### src/rtl/axi_rd_arbiter_pkg.sv
// Shared types and constants for the AXI read-path arbiter.
package axi_rd_pkg;

  localparam int unsigned LEN_W   = 8;
  localparam int unsigned SIZE_W  = 3;
  localparam int unsigned BURST_W = 2;
  localparam int unsigned RESP_W  = 2;

  typedef enum logic [1:0] {
    IDLE = 2'd0,
    ADDR = 2'd1,
    DATA = 2'd2
  } state_t;

  localparam logic [BURST_W-1:0] BURST_FIXED = 2'd0;
  localparam logic [BURST_W-1:0] BURST_INCR  = 2'd1;

  // arsize that covers the full data bus (log2 of bytes per beat)
  function automatic logic [SIZE_W-1:0] full_size(input int unsigned data_w);
    logic [SIZE_W-1:0] sz;
    sz = '0;
    for (int unsigned s = 0; s < 8; s++) begin
      if ((32'd8 << s) == data_w) sz = SIZE_W'(s);
    end
    return sz;
  endfunction

endpackage

### src/rtl/axi_rd_arbiter_if.sv
// AXI4 read-address and read-data channels between the arbiter and the fabric.
interface axi_rd_arbiter_if #(
  parameter int unsigned ADDR_W = 32,
  parameter int unsigned DATA_W = 32,
  parameter int unsigned ID_W   = 4
);
  logic [ADDR_W-1:0] araddr;
  logic [7:0]        arlen;
  logic [2:0]        arsize;
  logic [1:0]        arburst;
  logic [ID_W-1:0]   arid;
  logic              arlock;
  logic [3:0]        arcache;
  logic [2:0]        arprot;
  logic              arvalid;
  logic              arready;

  logic [ID_W-1:0]   rid;
  logic [DATA_W-1:0] rdata;
  logic [1:0]        rresp;
  logic              rlast;
  logic              rvalid;
  logic              rready;

  modport master (
    output araddr, arlen, arsize, arburst, arid, arlock, arcache, arprot, arvalid, rready,
    input  arready, rid, rdata, rresp, rlast, rvalid
  );

  modport slave (
    input  araddr, arlen, arsize, arburst, arid, arlock, arcache, arprot, arvalid, rready,
    output arready, rid, rdata, rresp, rlast, rvalid
  );
endinterface

### src/rtl/axi_rd_arbiter_rr.sv
// Combinational request picker: fixed priority from index 0, or round-robin from ptr.
module rr_arbiter #(
  parameter int unsigned N       = 2,
  parameter int unsigned IDX_W   = 1,
  parameter bit          RR_MODE = 1'b1
) (
  input  logic [N-1:0]     req,
  input  logic [IDX_W-1:0] ptr,
  output logic [N-1:0]     gnt_oh,
  output logic [IDX_W-1:0] gnt_idx
);

  // i-th candidate in search order, wrapping modulo N
  function automatic logic [IDX_W-1:0] slot(input logic [IDX_W-1:0] p, input int unsigned i);
    int unsigned base;
    base = RR_MODE ? 32'(p) : 32'd0;
    return IDX_W'((base + i) % N);
  endfunction

  logic found;

  always_comb begin
    gnt_oh  = '0;
    gnt_idx = '0;
    found   = 1'b0;
    for (int unsigned i = 0; i < N; i++) begin
      if (!found && req[slot(ptr, i)]) begin
        found                = 1'b1;
        gnt_oh[slot(ptr, i)] = 1'b1;
        gnt_idx              = slot(ptr, i);
      end
    end
  end

endmodule

### src/rtl/axi_rd_arbiter.sv
// N-master AXI4 read arbiter: one burst in flight, ARID carries the master index.
module axi_rd_arbiter
  import axi_rd_pkg::*;
#(
  parameter int unsigned N_MST     = 2,
  parameter int unsigned ADDR_W    = 32,
  parameter int unsigned DATA_W    = 32,
  parameter int unsigned ID_W      = 4,
  parameter int unsigned BURST_LEN = 16,
  parameter int unsigned RR_MODE   = 1
) (
  input  logic                     clk,
  input  logic                     rst,
  input  logic [N_MST-1:0]         req_en,
  input  logic [N_MST*ADDR_W-1:0]  req_addr,
  input  logic [N_MST-1:0]         req_single,
  input  logic [N_MST*SIZE_W-1:0]  req_size,
  output logic [N_MST-1:0]         req_ok,
  output logic [DATA_W-1:0]        rsp_data,
  output logic [N_MST-1:0]         rsp_valid,
  output logic [N_MST-1:0]         rsp_last,
  output logic [N_MST-1:0]         rsp_err,
  axi_rd_arbiter_if.master         axi
);

  localparam int unsigned IDX_W = (N_MST > 1) ? $clog2(N_MST) : 1;
  localparam logic [LEN_W-1:0]  BURST_ARLEN = LEN_W'(BURST_LEN - 1);
  localparam logic [SIZE_W-1:0] BURST_SIZE  = full_size(DATA_W);

  state_t              state_q, state_d;
  logic [IDX_W-1:0]    grant_q, rr_ptr_q, arb_idx;
  logic [N_MST-1:0]    arb_oh;
  logic [ADDR_W-1:0]   sel_addr, araddr_q;
  logic                sel_single;
  logic [SIZE_W-1:0]   sel_size, arsize_q;
  logic [LEN_W-1:0]    arlen_q;
  logic [BURST_W-1:0]  arburst_q;
  logic                arvalid_q, rready_q;
  logic                rid_hit, beat_acc;
  logic [LEN_W:0]      beat_cnt_q;

  rr_arbiter #(
    .N       (N_MST),
    .IDX_W   (IDX_W),
    .RR_MODE (RR_MODE != 0)
  ) u_arb (
    .req     (req_en),
    .ptr     (rr_ptr_q),
    .gnt_oh  (arb_oh),
    .gnt_idx (arb_idx)
  );

  // Select the winner's request fields
  always_comb begin
    sel_addr   = '0;
    sel_single = 1'b0;
    sel_size   = '0;
    for (int unsigned i = 0; i < N_MST; i++) begin
      if (arb_idx == IDX_W'(i)) begin
        sel_addr   = req_addr[i*ADDR_W +: ADDR_W];
        sel_single = req_single[i];
        sel_size   = req_size[i*SIZE_W +: SIZE_W];
      end
    end
  end

  assign rid_hit = (axi.rid == ID_W'(grant_q));

  // Next state, AR acknowledge and R beat acceptance
  always_comb begin
    state_d  = state_q;
    req_ok   = '0;
    beat_acc = 1'b0;
    unique case (state_q)
      IDLE: if (|arb_oh) state_d = ADDR;
      ADDR: begin
        if (axi.arready) begin
          req_ok[grant_q] = 1'b1;
          state_d         = DATA;
        end
      end
      DATA: begin
        if (axi.rvalid && rid_hit) begin
          beat_acc = 1'b1;
          if (axi.rlast) state_d = IDLE;
        end
      end
      default: state_d = IDLE;
    endcase
  end

  always_ff @(posedge clk or negedge rst) begin
    if (!rst) state_q <= IDLE;
    else      state_q <= state_d;
  end

  // Latched AR request, handshake flags, response registers and RR pointer
  always_ff @(posedge clk or negedge rst) begin
    if (!rst) begin
      grant_q    <= '0;
      rr_ptr_q   <= '0;
      araddr_q   <= '0;
      arlen_q    <= '0;
      arsize_q   <= '0;
      arburst_q  <= BURST_FIXED;
      arvalid_q  <= 1'b0;
      rready_q   <= 1'b0;
      rsp_data   <= '0;
      rsp_valid  <= '0;
      rsp_last   <= '0;
      rsp_err    <= '0;
      beat_cnt_q <= '0;
    end else begin
      arvalid_q <= (state_d == ADDR);
      rready_q  <= (state_d == DATA);
      if (state_q == IDLE && |arb_oh) begin
        grant_q   <= arb_idx;
        araddr_q  <= sel_addr;
        arlen_q   <= sel_single ? '0 : BURST_ARLEN;
        arsize_q  <= sel_single ? sel_size : BURST_SIZE;
        arburst_q <= sel_single ? BURST_FIXED : BURST_INCR;
      end
      rsp_valid <= '0;
      rsp_last  <= '0;
      rsp_err   <= '0;
      if (beat_acc) begin
        rsp_valid[grant_q] <= 1'b1;
        rsp_last[grant_q]  <= axi.rlast;
        rsp_err[grant_q]   <= (axi.rresp != '0);
        rsp_data           <= axi.rdata;
        if (axi.rlast && RR_MODE != 0)
          rr_ptr_q <= IDX_W'((32'(grant_q) + 32'd1) % N_MST);
      end
      if (state_q != DATA) beat_cnt_q <= '0;
      else if (beat_acc)   beat_cnt_q <= beat_cnt_q + 1'b1;
    end
  end

  assign axi.araddr  = araddr_q;
  assign axi.arlen   = arlen_q;
  assign axi.arsize  = arsize_q;
  assign axi.arburst = arburst_q;
  assign axi.arid    = ID_W'(grant_q);
  assign axi.arvalid = arvalid_q;
  assign axi.arlock  = 1'b0;
  assign axi.arcache = '0;
  assign axi.arprot  = '0;
  assign axi.rready  = rready_q;

  // rlast must coincide with beat arlen+1 of the granted burst
  rlast_on_final_beat: assert property (@(posedge clk) disable iff (!rst)
    beat_acc |-> (axi.rlast == (beat_cnt_q == {1'b0, arlen_q})));

endmodule

### src/flat_wrapper.sv
// flat-port wrapper written by rule: the top's interface ports become plain ports
module axi_rd_arbiter_flat import axi_rd_pkg::*;
#(
  parameter int unsigned N_MST     = 2,
  parameter int unsigned ADDR_W    = 32,
  parameter int unsigned DATA_W    = 32,
  parameter int unsigned ID_W      = 4,
  parameter int unsigned BURST_LEN = 16,
  parameter int unsigned RR_MODE   = 1
)
  (clk, rst, req_en, req_addr, req_single, req_size, req_ok, rsp_data, rsp_valid, rsp_last, rsp_err, axi_araddr, axi_arlen, axi_arsize, axi_arburst, axi_arid, axi_arlock, axi_arcache, axi_arprot, axi_arvalid, axi_rready, axi_arready, axi_rid, axi_rdata, axi_rresp, axi_rlast, axi_rvalid);
  axi_rd_arbiter_if #(.ADDR_W(ADDR_W), .DATA_W(DATA_W), .ID_W(ID_W)) axi_i ();
  input  logic clk;
  input  logic rst;
  input  logic [N_MST-1:0] req_en;
  input  logic [N_MST*ADDR_W-1:0] req_addr;
  input  logic [N_MST-1:0] req_single;
  input  logic [N_MST*SIZE_W-1:0] req_size;
  output logic [N_MST-1:0] req_ok;
  output logic [DATA_W-1:0] rsp_data;
  output logic [N_MST-1:0] rsp_valid;
  output logic [N_MST-1:0] rsp_last;
  output logic [N_MST-1:0] rsp_err;
  output wire logic [$bits(axi_i.araddr)-1:0] axi_araddr;
  output wire logic [$bits(axi_i.arlen)-1:0] axi_arlen;
  output wire logic [$bits(axi_i.arsize)-1:0] axi_arsize;
  output wire logic [$bits(axi_i.arburst)-1:0] axi_arburst;
  output wire logic [$bits(axi_i.arid)-1:0] axi_arid;
  output wire logic [$bits(axi_i.arlock)-1:0] axi_arlock;
  output wire logic [$bits(axi_i.arcache)-1:0] axi_arcache;
  output wire logic [$bits(axi_i.arprot)-1:0] axi_arprot;
  output wire logic [$bits(axi_i.arvalid)-1:0] axi_arvalid;
  output wire logic [$bits(axi_i.rready)-1:0] axi_rready;
  input wire logic [$bits(axi_i.arready)-1:0] axi_arready;
  input wire logic [$bits(axi_i.rid)-1:0] axi_rid;
  input wire logic [$bits(axi_i.rdata)-1:0] axi_rdata;
  input wire logic [$bits(axi_i.rresp)-1:0] axi_rresp;
  input wire logic [$bits(axi_i.rlast)-1:0] axi_rlast;
  input wire logic [$bits(axi_i.rvalid)-1:0] axi_rvalid;
  assign axi_araddr = axi_i.araddr;
  assign axi_arlen = axi_i.arlen;
  assign axi_arsize = axi_i.arsize;
  assign axi_arburst = axi_i.arburst;
  assign axi_arid = axi_i.arid;
  assign axi_arlock = axi_i.arlock;
  assign axi_arcache = axi_i.arcache;
  assign axi_arprot = axi_i.arprot;
  assign axi_arvalid = axi_i.arvalid;
  assign axi_rready = axi_i.rready;
  assign axi_i.arready = axi_arready;
  assign axi_i.rid = axi_rid;
  assign axi_i.rdata = axi_rdata;
  assign axi_i.rresp = axi_rresp;
  assign axi_i.rlast = axi_rlast;
  assign axi_i.rvalid = axi_rvalid;
  axi_rd_arbiter #(.N_MST(N_MST), .ADDR_W(ADDR_W), .DATA_W(DATA_W), .ID_W(ID_W), .BURST_LEN(BURST_LEN), .RR_MODE(RR_MODE)) u_core (.clk(clk), .rst(rst), .req_en(req_en), .req_addr(req_addr), .req_single(req_single), .req_size(req_size), .req_ok(req_ok), .rsp_data(rsp_data), .rsp_valid(rsp_valid), .rsp_last(rsp_last), .rsp_err(rsp_err), .axi(axi_i));
endmodule
### config.mk
export PLATFORM = sky130hd
export DESIGN_NAME = axi_rd_arbiter_flat
export DESIGN_NICKNAME = d
export VERILOG_FILES = /design/src/rtl/axi_rd_arbiter_pkg.sv /design/src/rtl/axi_rd_arbiter_if.sv /design/src/rtl/axi_rd_arbiter_rr.sv /design/src/rtl/axi_rd_arbiter.sv /design/src/flat_wrapper.sv
export SDC_FILE = /design/constraint.sdc
export NUM_CORES = 1
export LEC_CHECK = 0
export CORE_UTILIZATION = 39
export DETAILED_ROUTE_END_ITERATION = 8
export GPL_ROUTABILITY_DRIVEN = 0
export HOLD_SLACK_MARGIN = 0.02
export PLACE_DENSITY_LB_ADDON = 0.05
export RECOVER_POWER = 100
export SKIP_LAST_GASP = 1
export SLEW_MARGIN = 30
export SYNTH_ARGS = -nofsm -noshare
export SYNTH_HDL_FRONTEND = slang
export SYNTH_SLANG_ARGS = --single-unit
### constraint.sdc
create_clock -name clk -period 2.1 [get_ports clk]
set_input_delay 0.42 -clock clk [delete_from_list [all_inputs] [get_ports clk]]
set_output_delay 0.42 -clock clk [all_outputs]
set_load 0.005 [all_outputs]
==> run_results.csv, run 1 <==
group,metric,value,unit
place,hpwl,8.25,mm
grt,grt_max_degree,39,
grt,grt_pass1_wl,17.0,mm
route,wl_met2,5.17,mm
route,vias,3376,
clock_network,cts_inserted_buffers,9,
logic_synthesis,synth_ff_type,"dfrtp_1",
clock_network,cts_sinks,80,
sta,skew,8.54,ps
power,design_power_total,6.61,mW
logic_synthesis,syn_avg_cell_area,11.1,µm²
final_layout,syn_to_final_growth,56.0,%
sta,finalCritPeriodShare,0.881,
worst_setup_path,critical_path_class,"register to primary output",
route,drt_pass1_iterations,4,
place,pre_cts_slack,-44.5,ps
logic_synthesis,synth_async_sr_flop_share,1.00,
worst_setup_path,worst_setup_path_end_kind,"primary output",
floorplanning,core,0.00937,mm²
route,routed_via_density,5.05,
run,cap_violations,0,
sta,max_freq,541,MHz
status,outcome,"finished clean",
place,port_buffers,199,
clock_network,clk_path_buf_depth,2,
power,p_sw,2.10,mW
floorplanning,num_io_pins,216,
floorplanning,rows,35,
route,wl_per_cell,16.5,µm
clock_network,path_clk_slew,80,ps
worst_setup_path,critPathMaxStageDelay,570,ps
route,highest_layer,"met4",
sta,slew_violations,0,
final_layout,drive_above_1_share,0.0872,
sta,rsz0062_at_grt,"no",
logic_synthesis,ys_seq_area_frac,0.524,
clock_network,clk_root_buffer_cell,"clkbuf_8",
grt,grt_pass1_vias,3293,
logic_synthesis,syn_area,0.00382,mm²
route,drc,0,
logic_synthesis,synthTopCellsByArea,"dfrtp_1, mux2_4, a31oi_1, nand3_1, o21ai_0",
worst_setup_path,start_kind,"register",
clock_network,clock_latency,340,ps
route,wl_met1,4.48,mm
floorplanning,start_util,0.408,
final_layout,final_nets,653,
grt,overflow,0,
worst_setup_path,cp_max_fo,8,
floorplanning,die_y,101,µm
sta,setup_ws,250,ps
power,p_leak,2.63,nW
floorplanning,dieArea,0.0102,mm²
power,pwr-share-seq,0.387,
route,ant_nets,0,
worst_setup_path,critPathArrivalTime,1430,ps
logic_synthesis,synthCells,344,
final_layout,diodes,0,
power,cellPowerDensity,1110,mW/mm²
min_path,hp-class,"input port to async pin",
logic_synthesis,synth_warnings,0,
route,met3_length,1.13,mm
logic_synthesis,synth_area_leader_cell,"dfrtp_1",
power,ir_worst_vdd,0.422,mV
worst_setup_path,critical_path_buf_inv_count,1,
sta,period_needed,1850,ps
power,swShare,0.317,
worst_setup_path,crit_chain,"clkdlybuf4s50_1",
logic_synthesis,ys_seq_elements,80,
sta,setup_tns,0,ps
logic_synthesis,synth_cell_types,33,
sta,slew_headroom,0.331,
sta,setup_viol,0,
grt,grt_use_total,0.218,
sta,hold_viol_final,0,
logic_synthesis,yosysTopAreaCellShare,0.524,
route,drt_iter0_drc,122,
route,wirelength,11.0,mm
worst_setup_path,critPathTopFamily,"buffers and inverters",
sta,tightest_slew,1000,ps
sta,hold-worst-slack,240,ps
power,comb_power_share,0.430,
power,p_clk_frac,0.183,
worst_setup_path,crit_slowest_cell,"clkdlybuf4s50_1",
power,p_int,4.51,mW
final_layout,nFillCells,833,
clock_network,h-tree-depth,3,
worst_setup_path,required,1680,ps
clock_network,cts_tree,"yes",
logic_synthesis,synth_edf_count,0,
floorplanning,die_w,101,µm
grt,antenna_found_initial,0,
## routing by layer
layer  up-vias  GRT usage
met4         0     0.0903
met1      1619      0.267
li1       1590          -
met5         -          0
met2       153      0.350
met3        14     0.0798
## cell type report
type	instances	area, µm²	share of cell area
Clock buffer	11	141	0.0237
Timing Repair Buffer	219	2170	0.363
Inverter	2	7.51	0.00126
Clock inverter	3	67.6	0.0113
Tap cell	129	161	0.0271
Multi-Input combinational cell	224	1420	0.237
Sequential cell	80	2000	0.336
## worst paths after layout
check | from | endpoint | slack [ps] | cells after the start
max | u_core.grant_q | axi_arid[0] | 250 | 1
min | rst | u_core.rsp_data[25] | 240 | 1
max reg2reg | u_core.state_q[1] | u_core.rsp_data[3] | 420 | 4
min reg2reg | u_core.rsp_data[11] | u_core.rsp_data[11] | 480 | 1
max in group asynchronous | rst | u_core.rsp_data[23] | 920 | 2
min in group clk | u_core.rsp_data[11] | u_core.rsp_data[11] | 480 | 1
## Yosys cell counts (2+ instances only)
cell / number
dfrtp_1: 80
nand3_1: 36
o21ai_0: 36
a21oi_1: 35
a31oi_1: 35
mux2_4: 27
clkbuf_1: 22
buf_4: 21
nor2_1: 6
buf_2: 5
mux2_2: 5
a21bo_2: 3
and3_1: 3
buf_12: 3
nand2b_1: 3
buf_6: 2
inv_1: 2
nand4_1: 2
nor2b_1: 2
nor3_1: 2
o211ai_1: 2
## logic make-up after synthesis
logic type | Yosys count | synth area share
compound gates | 115 | 0.171
buf+inv | 55 | 0.0930
mux | 32 | 0.121
flops | 80 | 0.524
simple gates | 60 | 0.0867
other cells | 1 | 0.000981
xor+xnor | 1 | 0.00426
## state kept, by name (all words and copies together) (netlist names)
| register | count |
|---|---|
| u_core.axi.araddr | 32 |
| u_core.rsp_data | 32 |
| u_core.axi.arsize | 3 |
| u_core.rsp_err | 2 |
| u_core.rsp_last | 2 |
| u_core.rsp_valid | 2 |
| u_core.state_q | 2 |
| u_core.axi.arlen | 1 |
| u_core.axi.arvalid | 1 |
| u_core.axi.rready | 1 |
| u_core.grant_q | 1 |
| u_core.rr_ptr_q | 1 |
## what timing repair did
| action | 4_1_cts | 5_1_grt |
|---|---|---|
| buffers inserted | 0 | 0 |
| gates resized for setup | 1 | 2 |
| hold buffers | 0 | 0 |
| endpoints found under the setup margin | 1 | 2 |
| pin swaps | 0 | 2 |
## power by group through the flow
stage               clock network [mW]  registers, mW  logic (mW)
floorplan                            0           2.60        1.36
global placement                     0           2.62        3.23
detailed placement                   0           2.62        3.28
CTS                               1.25           2.61        3.29
global route                      1.31           2.65        3.12
finish                            1.21           2.56        2.84
## placed cells by master, fill, tap and decap left out, types with 5 or more instances in the layout
master	Yosys	final
clkdlybuf4s50_1	0	114
mux2_1	0	26
dfrtp_1	80	80
mux2_2	5	5
a21oi_1	35	35
buf_4	21	13
a31oi_1	35	35
clkbuf_8	0	10
nor2_1	6	5
nand3_1	36	36
o21ai_0	36	36
dlygate4sd3_1	0	82
conb_1	1	16
## per-stage QoR
step / cells / utilization / cell area (µm²)
after floorplan: 359 / - / 3880
after global placement: 654 / 0.627 / 5880
after detailed placement: 654 / 0.627 / 5880
after CTS: 668 / 0.649 / 6090
after global routing: 668 / 0.636 / 5960
final: 668 / 0.636 / 5960
Power figures use the tool's default switching activity.
==> inputs of run 2 (changes only) <==
- ABC_CLOCK_PERIOD_IN_PS: default -> 2100
==> results of run 2 <==
Same layout as run 1: the final DEF is identical, and so are final timing and power.
==> inputs of run 3 (changes only) <==
- CORE_AREA: default -> 2 2 84 86
- CORE_UTILIZATION: 39 -> default
- DIE_AREA: default -> 0 0 86 88
- DONT_BUFFER_PORTS: default -> 1
==> run 3 against run 2 <==
Effect of this change:
- the run now ends with negative hold slack left
- via count down 24%
- clock skew is 1.1 ps higher
- global-route usage rose by 0.98 points
- routed wire length is 20% lower
==> run_results.csv, run 3 (synthesis results as in run 1) <==
group,metric,value,unit
status,outcome,"complete, but fails checks",
status,violations,"negative hold slack",
floorplanning,dieArea,0.00757,mm²
grt,grt_max_degree,81,
clock_network,path_clk_slew,80,ps
power,cellPowerDensity,1410,mW/mm²
sta,skew,9.66,ps
worst_setup_path,required,2340,ps
final_layout,layout_commonest_cell,"dfrtp_1",
clock_network,post_cts_buffers,0,
sta,setup_viol,0,
grt,grt_use_total,0.228,
clock_network,cts_inserted_buffers,9,
final_layout,diodes,0,
floorplanning,die_y,88,µm
final_layout,syn_to_final_growth,0.524,%
worst_setup_path,critPathMaxStageDelay,480,ps
grt,grt_pass1_vias,2423,
final_layout,postLayoutCellArea,0.00384,mm²
route,ant_nets,0,
clock_network,h-tree-depth,3,
sta,max_freq,574,MHz
min_path,hp-class,"input port to async pin",
final_layout,final_cell_mix,"dfrtp_1, nand3_1, o21ai_0",
clock_network,cts_tree,"yes",
sta,hold-worst-slack,-238,ps
grt,overflow,0,
sta,rsz0062_at_grt,"no",
clock_network,cts_sinks,80,
sta,hold_viol_final,80,
worst_setup_path,crit_chain,"xnor2_1 -> and3_2 -> buf_12 -> mux2_2",
clock_network,clk_root_buffer_cell,"clkbuf_8",
route,wl_met2,4.33,mm
final_layout,drive_above_1_share,0.109,
route,wirelength,8.82,mm
grt,grt_pass1_wl,13.3,mm
sta,slew_violations,0,
worst_setup_path,start_kind,"register",
route,drc,0,
route,vias,2562,
worst_setup_path,critical_path_class,"register to register",
sta,setup_tns,0,ps
final_layout,nFillCells,604,
place,place_area,0.00372,mm²
worst_setup_path,crit_slowest_cell,"dfrtp_1",
sta,slew_headroom,0.361,
route,routed_via_density,6.25,
floorplanning,core,0.00664,mm²
sta,period_needed,1740,ps
place,hpwl,5.98,mm
route,drt_iter0_drc,197,
route,drt_pass1_iterations,4,
run,cap_violations,0,
worst_setup_path,critPathArrivalTime,1980,ps
floorplanning,die_w,86,µm
power,ir_worst_vdd,0.594,mV
worst_setup_path,cp_max_fo,34,
final_layout,final_nets,442,
clock_network,clk_path_buf_depth,2,
power,p_leak,1.68,nW
place,port_buffers,0,
clock_network,clock_latency,350,ps
route,highest_layer,"met4",
route,wl_met1,3.51,mm
floorplanning,rows,30,
floorplanning,num_io_pins,216,
clock_network,cts_resized,0,
sta,tightest_slew,958,ps
floorplanning,start_util,0.575,
grt,antenna_found_initial,0,
route,met3_length,819,µm
sta,finalCritPeriodShare,0.830,
worst_setup_path,worst_setup_path_end_kind,"register",
route,wl_per_cell,21.5,µm
run 3: routing by layer:
metal,up-vias,track usage
li1,1173,-
met1,1225,0.288
met2,149,0.360
met3,15,0.0745
met4,0,0.102
met5,-,0
run 3: area by class of cell:
type | count | area [µm²] | area share
timing repair buffer | 8 | 78.8 | 0.0205
clock inverter | 6 | 108 | 0.0280
multi-input combinational | 224 | 1420 | 0.369
sequential | 80 | 2000 | 0.521
tap | 80 | 100 | 0.0261
clock buffer | 10 | 128 | 0.0332
inverter | 2 | 7.51 | 0.00195
run 3: final timing paths:
path | start | end | cells past startpoint | slack (ps)
hold reg to reg | u_core.rsp_data[12] | u_core.rsp_data[12] | 1 | 520
min in group clk | axi_rlast | u_core.rr_ptr_q | 1 | 180
max in group asynchronous | rst | u_core.rsp_data[7] | 0 | 2220
hold / removal | rst | u_core.rsp_data[28] | 0 | -240
setup / recovery | u_core.grant_q | u_core.rsp_data[1] | 4 | 360
setup reg to reg | u_core.grant_q | u_core.rsp_data[1] | 4 | 360
run 3: report_power, final:
part | leakage, nW | switching [mW] | internal, mW | total (mW)
sequential | 0.995 | 0.591 | 2.20 | 2.79
clock | 0.116 | 0.550 | 0.786 | 1.34
combinational | 0.567 | 0.727 | 0.569 | 1.30
total | 1.68 | 1.87 | 3.55 | 5.42
run 3: critical path: cells and delay by family (launching register included):
family        cells  cell delay (ps)
xor+xnor          1              300
buf+inv           1              200
flops             1              480
mux               1              360
simple gates      1              280
run 3: stage by stage:
step           std cells   util  setup WS [ps]  power (mW)
2_1_floorplan        359      -            474        3.97
3_3_place_gp         394  0.560            352        4.28
3_5_place_dp         394  0.560            323        4.33
4_1_cts              410  0.596            388        5.68
5_1_grt              410  0.578            192        5.77
6_report             410  0.578            357        5.42
